--- src/rtl/deco_scan.sv ---
// rtl/deco_scan.sv - registered N-to-2^N one-hot decoder with direct and auto-scan modes
module deco_scan #(
    parameter int W     = 4,
    parameter int DIV_W = 8
) (
    input  logic              clk,
    input  logic              rst_n,
    input  logic [W-1:0]      in,
    input  logic              ena,
    input  logic              enb,
    input  logic              enc,
    input  logic              mode,
    input  logic              load,
    input  logic [DIV_W-1:0]  dwell,
    input  logic [W-1:0]      last,
    output logic [(1<<W)-1:0] out,
    output logic [W-1:0]      idx,
    output logic              wrap,
    output logic              active
);

    localparam int N = 1 << W;

    logic             en;
    logic [DIV_W-1:0] dcnt;
    logic [DIV_W-1:0] nxt_dcnt;
    logic [W-1:0]     nxt_idx;
    logic             nxt_wrap;
    logic [N-1:0]     nxt_out;

    assign en = ena & enb & ~enc;

    // Priority in scan mode: load, then step, then count.
    always_comb begin
        nxt_idx  = idx;
        nxt_dcnt = '0;
        nxt_wrap = 1'b0;
        nxt_out  = '0;
        if (en) begin
            if (!mode) begin
                nxt_idx = in;
            end else if (load) begin
                nxt_idx = in;
            end else if (dcnt == dwell) begin
                if (idx >= last) begin
                    nxt_idx  = '0;
                    nxt_wrap = 1'b1;
                end else begin
                    nxt_idx = idx + 1'b1;
                end
            end else begin
                nxt_dcnt = dcnt + 1'b1;
            end
            nxt_out[nxt_idx] = 1'b1;
        end
    end

    always_ff @(posedge clk or negedge rst_n) begin
        if (!rst_n) begin
            out    <= '0;
            idx    <= '0;
            dcnt   <= '0;
            wrap   <= 1'b0;
            active <= 1'b0;
        end else begin
            out    <= nxt_out;
            idx    <= nxt_idx;
            dcnt   <= nxt_dcnt;
            wrap   <= nxt_wrap;
            active <= en;
        end
    end

endmodule

--- config.mk ---
export PLATFORM = sky130hd
export DESIGN_NAME = deco_scan
export DESIGN_NICKNAME = d
export VERILOG_FILES = /design/src/rtl/deco_scan.sv
export SDC_FILE = /design/constraint.sdc
export NUM_CORES = 1
export LEC_CHECK = 0
export CORE_MARGIN = 2
export CORE_UTILIZATION = 60
export DETAILED_ROUTE_END_ITERATION = 10
export DONT_BUFFER_PORTS = 1
export PLACE_DENSITY = 0.78
export SLEW_MARGIN = 20
export SYNTH_ARGS = -nofsm -noshare
export SYNTH_HDL_FRONTEND = slang
export SYNTH_SLANG_ARGS = --single-unit
--- constraint.sdc ---
create_clock -name clk -period 3 [get_ports clk]
set_input_delay 0.45 -clock clk [delete_from_list [all_inputs] [get_ports clk]]
set_output_delay 0.45 -clock clk [all_outputs]
set_load 0.02 [all_outputs]
Word level (Yosys, flattened, before mapping)
Cells that the tools add are included.

word-level totals
  flip-flop bits (word level) = 30
  bits in latches = 0
  memory bits (writable) = 0
  ROM bits = 0
  input port bits = 23
  output and inout bits = 22
  logic and storage cells = 32
  memories kept = 0

operators by class
  $add $sub $neg = 2
  $mul = 0
  div/mod/pow operators = 0
  magnitude comparators = 3
  eq/ne operators = 1
  shift-type cells = 0
  multiplexer cells = 17
  bitwise gates (word level) = 3
  reductions and logical operators = 1

operator list
  operator               count
  $mux W8                4
  $mux W4                5
  $mux W16               1
  $add A8 B1 Y8 const B  1
  $eq A8 B8 Y1           1
  $mux W1                6
  $lt A4 B5 Y1 const B   1
  $add A4 B1 Y4 const B  1
  $demux W1 S4           1
  $ge A4 B1 Y1 const B   1
  $ge A4 B4 Y1           1
  $and A1 B1 Y1          2
  $logic_and A1 B1 Y1    1
  $not A1 Y1             1

Logic depth before layout (Yosys ltp)
Gate-level depths: netlist (run 1).

  depth after elaboration = 11
  depth in mapped cells = 9
  depth with buffers taken out = 8

Least setup slack after synthesis (run 1)
No wires, ideal clock.

  kind = register to register
  start point = register idx[0]
  end point = register out[11]
  setup time = 0.142 ns
  arrival = 2.237 ns
  required time = 2.858 ns
  slack = 0.621 ns
  stages on the path, launching flop included = 9
  path buffers = 0
  period minus slack after synthesis = 2.379 ns
  path through = dfrtp_1 -> inv_1 -> ha_1 -> nand2b_1 -> a2111oi_2 -> o2111a_2 -> a32o_2 -> a31o_2 -> nor3_1

on the way
  cells in the longest elaborated chain, start to end = 11
  elaborated cells between the ends (all ways) = 13
  classes of those cells = add/sub: 1; order compare: 3; mux: 8; reduce/logical: 1

RTL lines
  item                                                                       RTL line  text
  start, declared                                                            17        output logic [W-1:0] idx,
  start signal, assigned                                                     67        idx <= nxt_idx;
  $add A4 B1 Y4 / $ge A4 B4 Y1 (equally long branches)                       49, 45
  $mux W4                                                                    45        if (idx >= last) begin
  $mux W4 *                                                                  44        end else if (dcnt == dwell) begin
  $mux W4 *                                                                  42        end else if (load) begin
  $mux W4 *                                                                  40        if (!mode) begin
  $mux W4 *                                                                  39        if (en) begin
  $lt A4 B5 Y1 (not written as such) / $ge A4 B1 Y1 (equally long branches)  54        nxt_out[nxt_idx] = 1'b1;
  $logic_and A1 B1 Y1 (not written as such)                                  54
  $mux W1 (not written as such)                                              54
  $demux W1 S4 *                                                             54
  $mux W16 *                                                                 39
  via nxt_out[11]                                                            29        logic [N-1:0] nxt_out;
  end signal, assigned                                                       66        out <= nxt_out;
  end, declared                                                              16        output logic [(1<<W)-1:0] out,

The timed path passes the listed nets; every way through them passes the cells marked *. The select of a mux whose other input is x is not followed.
A chain may end at the register's enable or synchronous reset.

Final worst setup path (run 1)
  start point = register idx[0]
  end point = register out[9]

The elaborated chain is that of the path after synthesis.

==> impl_metrics.yaml, run 1 <==
run_status:
  status: "finished clean"
grt:
  grt_pass1_wl_mm: 4.46
  antenna_found_initial: 0
  grt_pass1_vias: 991
  global_route.overflow_total: 0
  grt_use_total: 0.222
  grt_max_degree: 31
clock_network:
  htreeDepth: 2
  hold_buffers: 2
  cts_tree: "yes"
  cts.clk_slew.worst_paths_ns: 0.09
  insertion_delay_ns: 0.31
  post_cts_buffers: 0
  clockBufferDepth: 2
  cts_buffers: 5
  cts_sinks: 30
  cts_resized: 0
  root_buffer: "clkbuf_4"
setup_path:
  reg2reg_slack_ns: 0.35
  worstReg2RegStart: "idx[0]"
  rr_worst_depth: 8
  worst_setup_path_end_kind: "flip-flop"
  critPathBufInv: 1
  r2r-end: "out[9]"
  crit_arrival_ns: 2.83
  max_stage_delay_ns: 0.53
  cp_slowest_cell: "dfrtp_1"
  critPathKind: "flip-flop to flip-flop"
  path_cells: "inv_1 > ha_1 > nand2b_1 > a2111oi_2 > o2111a_2 > a32o_2 > a31o_2 > nor3_1"
  timing.critical_path.depth: 8
  worstPathRequired_ns: 3.18
  path_delay_family: "compound AO/OA/AOI/OAI gates"
  start_kind: "flip-flop"
  critical_path_peak_fanout: 8
finish:
  syn2layout_area_growth_pct: 11.4
  final_cell_mix: "dfrtp_1, nor3_1, xor2_1"
  fillers: 190
  final_common_cell: "dfrtp_1"
  final_core_util: 0.693
  drive_above_1_share: 0.170
  fin_nets: 175
  num_antenna_cells: 0
logic_synthesis:
  synthCells: 139
  synth_top_area_frac: 0.492
  synth-simple-area-share: 0.215
  netlist-cell-type-count: 35
  ys_seq_area_frac: 0.492
  synth_fa_ha_area_frac: 0.0492
  synth_nets: 168
  synth_top_area_cell: "dfrtp_1"
  synth-xor-area-share: 0.0861
  synth_top_family_by_area: "simple AND/OR/NAND/NOR gates"
  avgSynthCellArea_um2: 11.0
  synth_area_leaders: "dfrtp_1, xor2_1, nor3_1"
  synth_compound_gate_area_share: 0.133
  synth_mux_area_frac: 0
  syn_area_um2: 1530
  ys_ff_latch: 30
  yosysWarnings: 0
route:
  drc: 0
  wirelength_mm: 2.80
  viasPerCell: 5.73
  antenna_left: 0
  num_vias: 1015
  first_iter_violations: 10
  dr.pass1.iters: 4
  wl_per_cell_um: 15.8
placed_design:
  port_buffers: 0
  post-dp-hpwl_mm: 2.11
  gp_congestion: 0.892
pwr:
  vdd_drop_max_v: 0.000512
  cellPowerDensity_nw_per_um2: 583
  leakage_nw: 0.770
worst_hold_path:
  min_from: "in[1]"
  hold_end: "out[13]"
  whs_path_depth: 3
  worstHoldPathType: "primary input to flip-flop"
sta:
  max_slew_margin: 0.631
  finalMaxSlewViolations: 0
  clock.fmax_mhz: 378
  fin_crit_ns: 2.65
  rsz0062_at_grt: "false"
  tns_ns: 0
  hold_viol: 0
  finalCritPeriodShare: 0.882
  setup_viol: 0
  worst_pin_slew_ns: 0.554
  fin_skew_ns: 0.00784
  fin_worst_hold_slack_ns: 0.403
floorplan:
  start_util: 0.622
  dieArea_um2: 2960
  die_y_um: 54.4
  die_w_um: 54.4
  coreArea_um2: 2450
  ios: 45
  rows: 18
job:
  drv_cap: 0
## worst reg2reg max path, cell delays in order, from the launching register on
cell and delay, ns:
dfrtp_1 0.53, inv_1 0.18, ha_1 0.31, nand2b_1 0.17, a2111oi_2 0.45, o2111a_2 0.35, a32o_2 0.23, a31o_2 0.22
nor3_1 0.08
## report_power, final
group / internal [mW] / switching [mW] / leakage [nW]
registers: 0.416 / 0.0340 / 0.413
clock network: 0.282 / 0.131 / 0.0585
logic: 0.0516 / 0.0761 / 0.299
total: 0.750 / 0.241 / 0.770
## stage by stage
stage               std cells  area [um^2]  worst slack [ns]  total power [mW]
floorplan                 139         1530             0.621             0.551
global placement          167         1560             0.443             0.571
detailed placement        167         1560             0.354             0.575
CTS                       177         1700             0.348              1.00
global route              177         1700             0.103              1.04
finish                    177         1700             0.354             0.991
## per-layer routing
layer	vias up	GRT usage	wire, um
li1	497	-	-
met1	491	0.238	1110
met2	25	0.382	1490
met3	2	0.104	185
met4	0	0.0750	13
met5	-	0	0
## layout make-up
cell class,count,area (um^2),area share
inverter,7,26.3,0.0155
clock buffer,6,51.3,0.0302
clock inverter,2,60.1,0.0353
tap,30,37.5,0.0221
sequential,30,751,0.442
timing repair buffer,3,37.5,0.0221
multi-input combinational,99,737,0.433
## kinds of logic after synthesis
kind of cell               Yosys count
xor gates and xnor gates            15
and+or+nand+nor                     60
AOI/OAI and AO/OA                   18
DFF                                 30
buffers and inverters               10
adders and majority gates            6
## sequential cells by signal (all words and copies together), names as in the netlist
register and flops:
idx 4, wrap 1, active 1, out 16
dcnt 8
## Yosys cell counts
cell,instances
inv_1,7
nor2b_1,1
nand2_2,1
or2_2,1
a21bo_2,1
o2111a_2,1
a211oi_2,1
a21oi_1,1
clkbuf_1,2
a221oi_4,1
and3_1,2
or2_1,1
buf_2,1
xor2_1,13
a2111oi_2,1
nor2_1,12
o21ai_0,3
a32o_2,1
o21a_1,1
a31o_2,1
a311oi_1,1
nand3_1,8
dfrtp_1,30
xnor2_1,2
a221oi_2,1
o2111ai_1,1
nor4_4,2
a31oi_1,1
nand2b_4,1
nand2b_1,5
nor3_1,16
ha_1,6
a31oi_4,1
nand2_1,10
o21bai_4,1
## worst max path at each step
stage	from	slack [ns]	endpoint
3_3_place_gp	idx[0]	0.44	out[9]
5_1_grt	idx[0]	0.10	out[5]
6_report	idx[0]	0.35	out[9]
4_1_cts	idx[0]	0.35	out[9]
2_1_floorplan	idx[0]	0.62	out[11]
3_5_place_dp	idx[0]	0.35	out[9]
Note: power is estimated with default switching activity, not from simulation.
==> inputs of run 2 (changes only) <==
Settings changed: REMOVE_ABC_BUFFERS from default to 1.
==> run 2 against run 1 <==
First-iteration DRC count shrank 10%. Critical path depth unchanged. Final cell count fell by 1.1%. Global-route usage up 1.4 points. Critical endpoint is now out[6]. Clock skew increased by 0.00058 ns. Sequential cell count is the same. Clock power shrank 48%. Sequential share of layout area up 1.9 points. Setup slack got worse by 0.00050 ns.
==> impl_metrics.yaml, run 2 (synthesis results as in run 1) <==
floorplan:
  start_util: 0.622
  coreArea_um2: 2450
  die_y_um: 54.4
  rows: 18
  ios: 45
  die_w_um: 54.4
  dieArea_um2: 2960
sta:
  clock.fmax_mhz: 378
  max_slew_margin: 0.519
  worst_pin_slew_ns: 0.720
  tns_ns: 0
  setup_viol: 0
  rsz0062_at_grt: "false"
  hold_viol: 0
  fin_crit_ns: 2.65
  setup_ws_ns: 0.353
  fin_skew_ns: 0.00842
  finalCritPeriodShare: 0.882
  fin_worst_hold_slack_ns: 0.399
  finalMaxSlewViolations: 0
route:
  first_iter_violations: 9
  num_vias: 1025
  antenna_left: 0
  viasPerCell: 5.86
  drc: 0
  wl_per_cell_um: 16.7
  wirelength_mm: 2.93
  dr.pass1.iters: 4
worst_hold_path:
  hold_end: "out[14]"
  min_from: "in[0]"
  whs_path_depth: 3
  worstHoldPathType: "primary input to flip-flop"
finish:
  final_cell_mix: "dfrtp_1, nor3_1, xor2_1"
  drive_above_1_share: 0.159
  syn2layout_area_growth_pct: 6.72
  reg_top3: "out (16), dcnt (8), idx (4)"
  fin_cells: 175
  final_common_cell: "dfrtp_1"
  num_antenna_cells: 0
  regMostFlops: "out"
  fin_nets: 174
  largest_register_ffs: 16
clock_network:
  clockBufferDepth: 2
  cts_buffers: 5
  cts_sinks: 30
  post_cts_buffers: 0
  hold_buffers: 2
  root_buffer: "clkbuf_4"
  cts.clk_slew.worst_paths_ns: 0.09
  cts_tree: "yes"
  cts_resized: 0
  insertion_delay_ns: 0.32
  htreeDepth: 2
placed_design:
  place_ws_ns: 0.385
  port_buffers: 0
  gp_congestion: 0.844
  post-dp-hpwl_mm: 2.19
  dp_cells: 166
setup_path:
  critical_path_peak_fanout: 9
  start_kind: "flip-flop"
  critPathKind: "flip-flop to flip-flop"
  r2r-end: "out[6]"
  worst_setup_path_end_kind: "flip-flop"
  worstPathRequired_ns: 3.23
  crit_start: "idx[0]"
  rr_worst_depth: 8
  worstReg2RegStart: "idx[0]"
  crit_arrival_ns: 2.88
  reg2reg_slack_ns: 0.35
run_status:
  status: "finished clean"
grt:
  grt_max_degree: 31
  grt_use_total: 0.236
  antenna_found_initial: 0
  grt_pass1_wl_mm: 4.65
  grt_pass1_vias: 1026
  global_route.overflow_total: 0
pwr:
  leakage_nw: 0.737
  cellPowerDensity_nw_per_um2: 486
  vdd_drop_max_v: 0.000355
job:
  drv_cap: 0
[run 2: cell count changes in the layout (fill, tap and decap cells not counted)]
| cell | delta |
|---|---|
| clkbuf_8 | -1 |
| clkinv_2 | +2 |
| buf_4 | -1 |
| bufinv_16 | -2 |
[run 2: worst max path at each step]
stage | end | slack (ns) | depth (start not counted)
after floorplan | out[11] | 0.62 | 8
after global placement | out[11] | 0.46 | 8
after detailed placement | out[6] | 0.38 | 8
after CTS | out[6] | 0.36 | 8
after global routing | out[13] | 0.12 | 8
final | out[6] | 0.35 | 8
[run 2: area by class of cell]
| cell class | count | area [um^2] |
|---|---|---|
| tap | 30 | 37.5 |
| multi-input combinational | 99 | 737 |
| inverter | 7 | 26.3 |
| clock inverter | 2 | 10.0 |
| timing repair buffer | 2 | 30.0 |
| clock buffer | 5 | 37.5 |
| fill | 205 | 826 |
| sequential | 30 | 751 |
[run 2: report_power, final]
group / switching [mW] / total [mW] / internal, mW
sequential: 0.0350 / 0.450 / 0.416
clock: 0.130 / 0.214 / 0.0840
combinational: 0.0771 / 0.127 / 0.0499
[run 2: routing by layer]
layer | vias up | wire (um) | track usage
met1 | 487 | 1160 | 0.250
met5 | - | 0 | 0
met2 | 31 | 1510 | 0.400
met3 | 7 | 213 | 0.115
li1 | 500 | - | -
met4 | 0 | 44 | 0.0917
[run 2: through the flow]
step / total power [mW] / area [um^2] / utilization
3_5_place_dp: 0.575 / 1550 / 0.632
2_1_floorplan: 0.550 / 1510 / -
6_report: 0.791 / 1630 / 0.664
5_1_grt: 0.840 / 1630 / 0.664
4_1_cts: 0.799 / 1630 / 0.664
3_3_place_gp: 0.570 / 1550 / 0.632
[run 2: critical path, cell delays in order, from the launching register on]
cell	delay, ns
dfrtp_1	0.53
inv_1	0.18
ha_1	0.29
nand2b_1	0.15
a2111oi_2	0.47
o2111a_2	0.34
a32o_2	0.23
a31oi_4	0.07
nor3_1	0.28
==> inputs of run 3 (changes only) <==
Settings changed: GPL_TIMING_DRIVEN from default to 0.
==> run 3 against run 2 <==
Power shrank 0.85%. Clock skew grew 0.0014 ns. Die area is the same. Non-clock buffer count is the same. Final cell count is the same. Clock power shrank 3%. First-iteration DRC count shrank 56%. Critical path type unchanged. Final area is the same.
==> impl_metrics.yaml, run 3 (synthesis results as in run 1) <==
setup_path:
  worstReg2RegStart: "idx[0]"
  path_cells: "inv_1 > ha_1 > nand2b_1 > a2111oi_2 > o2111ai_1 > a31oi_1 > nand2b_1 > nor3_1"
  timing.critical_path.depth: 8
  worst_setup_path_end_kind: "flip-flop"
  critPathBufInv: 1
  worstPathRequired_ns: 3.19
  reg2reg_slack_ns: 0.33
  cp_common_cell: "nand2b_1"
  cp_slowest_cell: "dfrtp_1"
  rr_worst_depth: 8
  crit_arrival_ns: 2.87
  start_kind: "flip-flop"
  max_stage_delay_ns: 0.53
  path_delay_family: "compound AO/OA/AOI/OAI gates"
  r2r-end: "out[7]"
  critical_path_peak_fanout: 8
  critPathKind: "flip-flop to flip-flop"
pwr:
  cellPowerDensity_nw_per_um2: 482
  vdd_drop_max_v: 0.000383
  leakage_nw: 0.737
  power.total_mw: 0.785
clock_network:
  post_cts_buffers: 0
  insertion_delay_ns: 0.32
  cts_resized: 0
  root_buffer: "clkbuf_4"
  cts_buffers: 5
  cts_tree: "yes"
  htreeDepth: 2
  cts.clk_slew.worst_paths_ns: 0.09
  cts_sinks: 30
  clockBufferDepth: 2
  hold_buffers: 2
floorplan:
  die_w_um: 54.4
  ios: 45
  start_util: 0.622
  coreArea_um2: 2450
  die_y_um: 54.4
  dieArea_um2: 2960
  rows: 18
route:
  dr.pass1.iters: 3
  drc: 0
  num_vias: 1006
  first_iter_violations: 4
  antenna_left: 0
  wl_per_cell_um: 16.3
  wirelength_mm: 2.85
  viasPerCell: 5.75
grt:
  global_route.overflow_total: 0
  grt_max_degree: 31
  antenna_found_initial: 0
  grt_pass1_wl_mm: 4.49
  grt_pass1_vias: 1053
  grt_use_total: 0.225
finish:
  syn2layout_area_growth_pct: 6.72
  fillers: 196
  drive_above_1_share: 0.159
  regMostFlops: "out"
  reg_top3: "out (16), dcnt (8), idx (4)"
  final_cell_mix: "dfrtp_1, nor3_1, xor2_1"
  final_common_cell: "dfrtp_1"
  num_antenna_cells: 0
  fin_nets: 174
  largest_register_ffs: 16
sta:
  tns_ns: 0
  worst_pin_slew_ns: 0.718
  hold_viol: 0
  finalMaxSlewViolations: 0
  max_slew_margin: 0.521
  fin_worst_hold_slack_ns: 0.393
  rsz0062_at_grt: "false"
  setup_viol: 0
  fin_crit_ns: 2.67
  fin_skew_ns: 0.00984
  finalCritPeriodShare: 0.891
  clock.fmax_mhz: 374
worst_hold_path:
  min_from: "in[1]"
  worstHoldPathType: "primary input to flip-flop"
  whs_path_depth: 3
  hold_end: "out[9]"
run_status:
  status: "finished clean"
placed_design:
  gp_congestion: 0.767
  port_buffers: 0
  post-dp-hpwl_mm: 2.15
job:
  drv_cap: 0
[run 3: cell counts in the layout (fill, tap and decap cells not counted)]
No cell type changed its count.
[run 3: metal layers]
metal	share of wire	GRT usage	up-vias	wire length, um
met5	0	0	-	0
met4	0.018	0.138	0	51
met3	0.061	0.0765	6	173
met2	0.51	0.378	26	1460
met1	0.41	0.243	477	1170
li1	-	-	497	-
[run 3: power by group]
| group | internal [mW] | switching [mW] | total (mW) |
|---|---|---|---|
| logic | 0.0503 | 0.0763 | 0.127 |
| clock network | 0.0839 | 0.124 | 0.208 |
| registers | 0.416 | 0.0345 | 0.450 |
[run 3: cell type report]
| cell class | instances | area (um^2) | area share |
|---|---|---|---|
| inverter | 7 | 26.3 | 0.0161 |
| timing repair buffer | 2 | 30.0 | 0.0184 |
| multi-input combinational | 99 | 737 | 0.452 |
| tap | 30 | 37.5 | 0.0230 |
| sequential | 30 | 751 | 0.461 |
| clock inverter | 2 | 10.0 | 0.00614 |
| clock buffer | 5 | 37.5 | 0.0230 |
[run 3: stage by stage]
step | setup slack [ns] | instances | instance area (um^2) | util
after floorplan | 0.621 | 136 | 1510 | -
after global placement | 0.406 | 166 | 1550 | 0.632
after detailed placement | 0.315 | 166 | 1550 | 0.632
after CTS | 0.313 | 175 | 1630 | 0.664
after global routing | 0.162 | 175 | 1630 | 0.664
final | 0.327 | 175 | 1630 | 0.664
[run 3: how the worst max path moves through the flow]
stage                 from       to  slack, ns
floorplan           idx[0]  out[11]       0.62
global placement    idx[0]  out[11]       0.41
detailed placement  idx[0]   out[7]       0.31
CTS                 idx[0]   out[7]       0.31
global route        idx[0]   out[1]       0.16
finish              idx[0]   out[7]       0.33
[run 3: worst reg2reg max path, cell delays in order (launching register included)]
cell and delay, ns:
dfrtp_1 0.53, inv_1 0.17, ha_1 0.30, nand2b_1 0.16, a2111oi_2 0.48, o2111ai_1 0.23, a31oi_1 0.25, nand2b_1 0.33
nor3_1 0.10
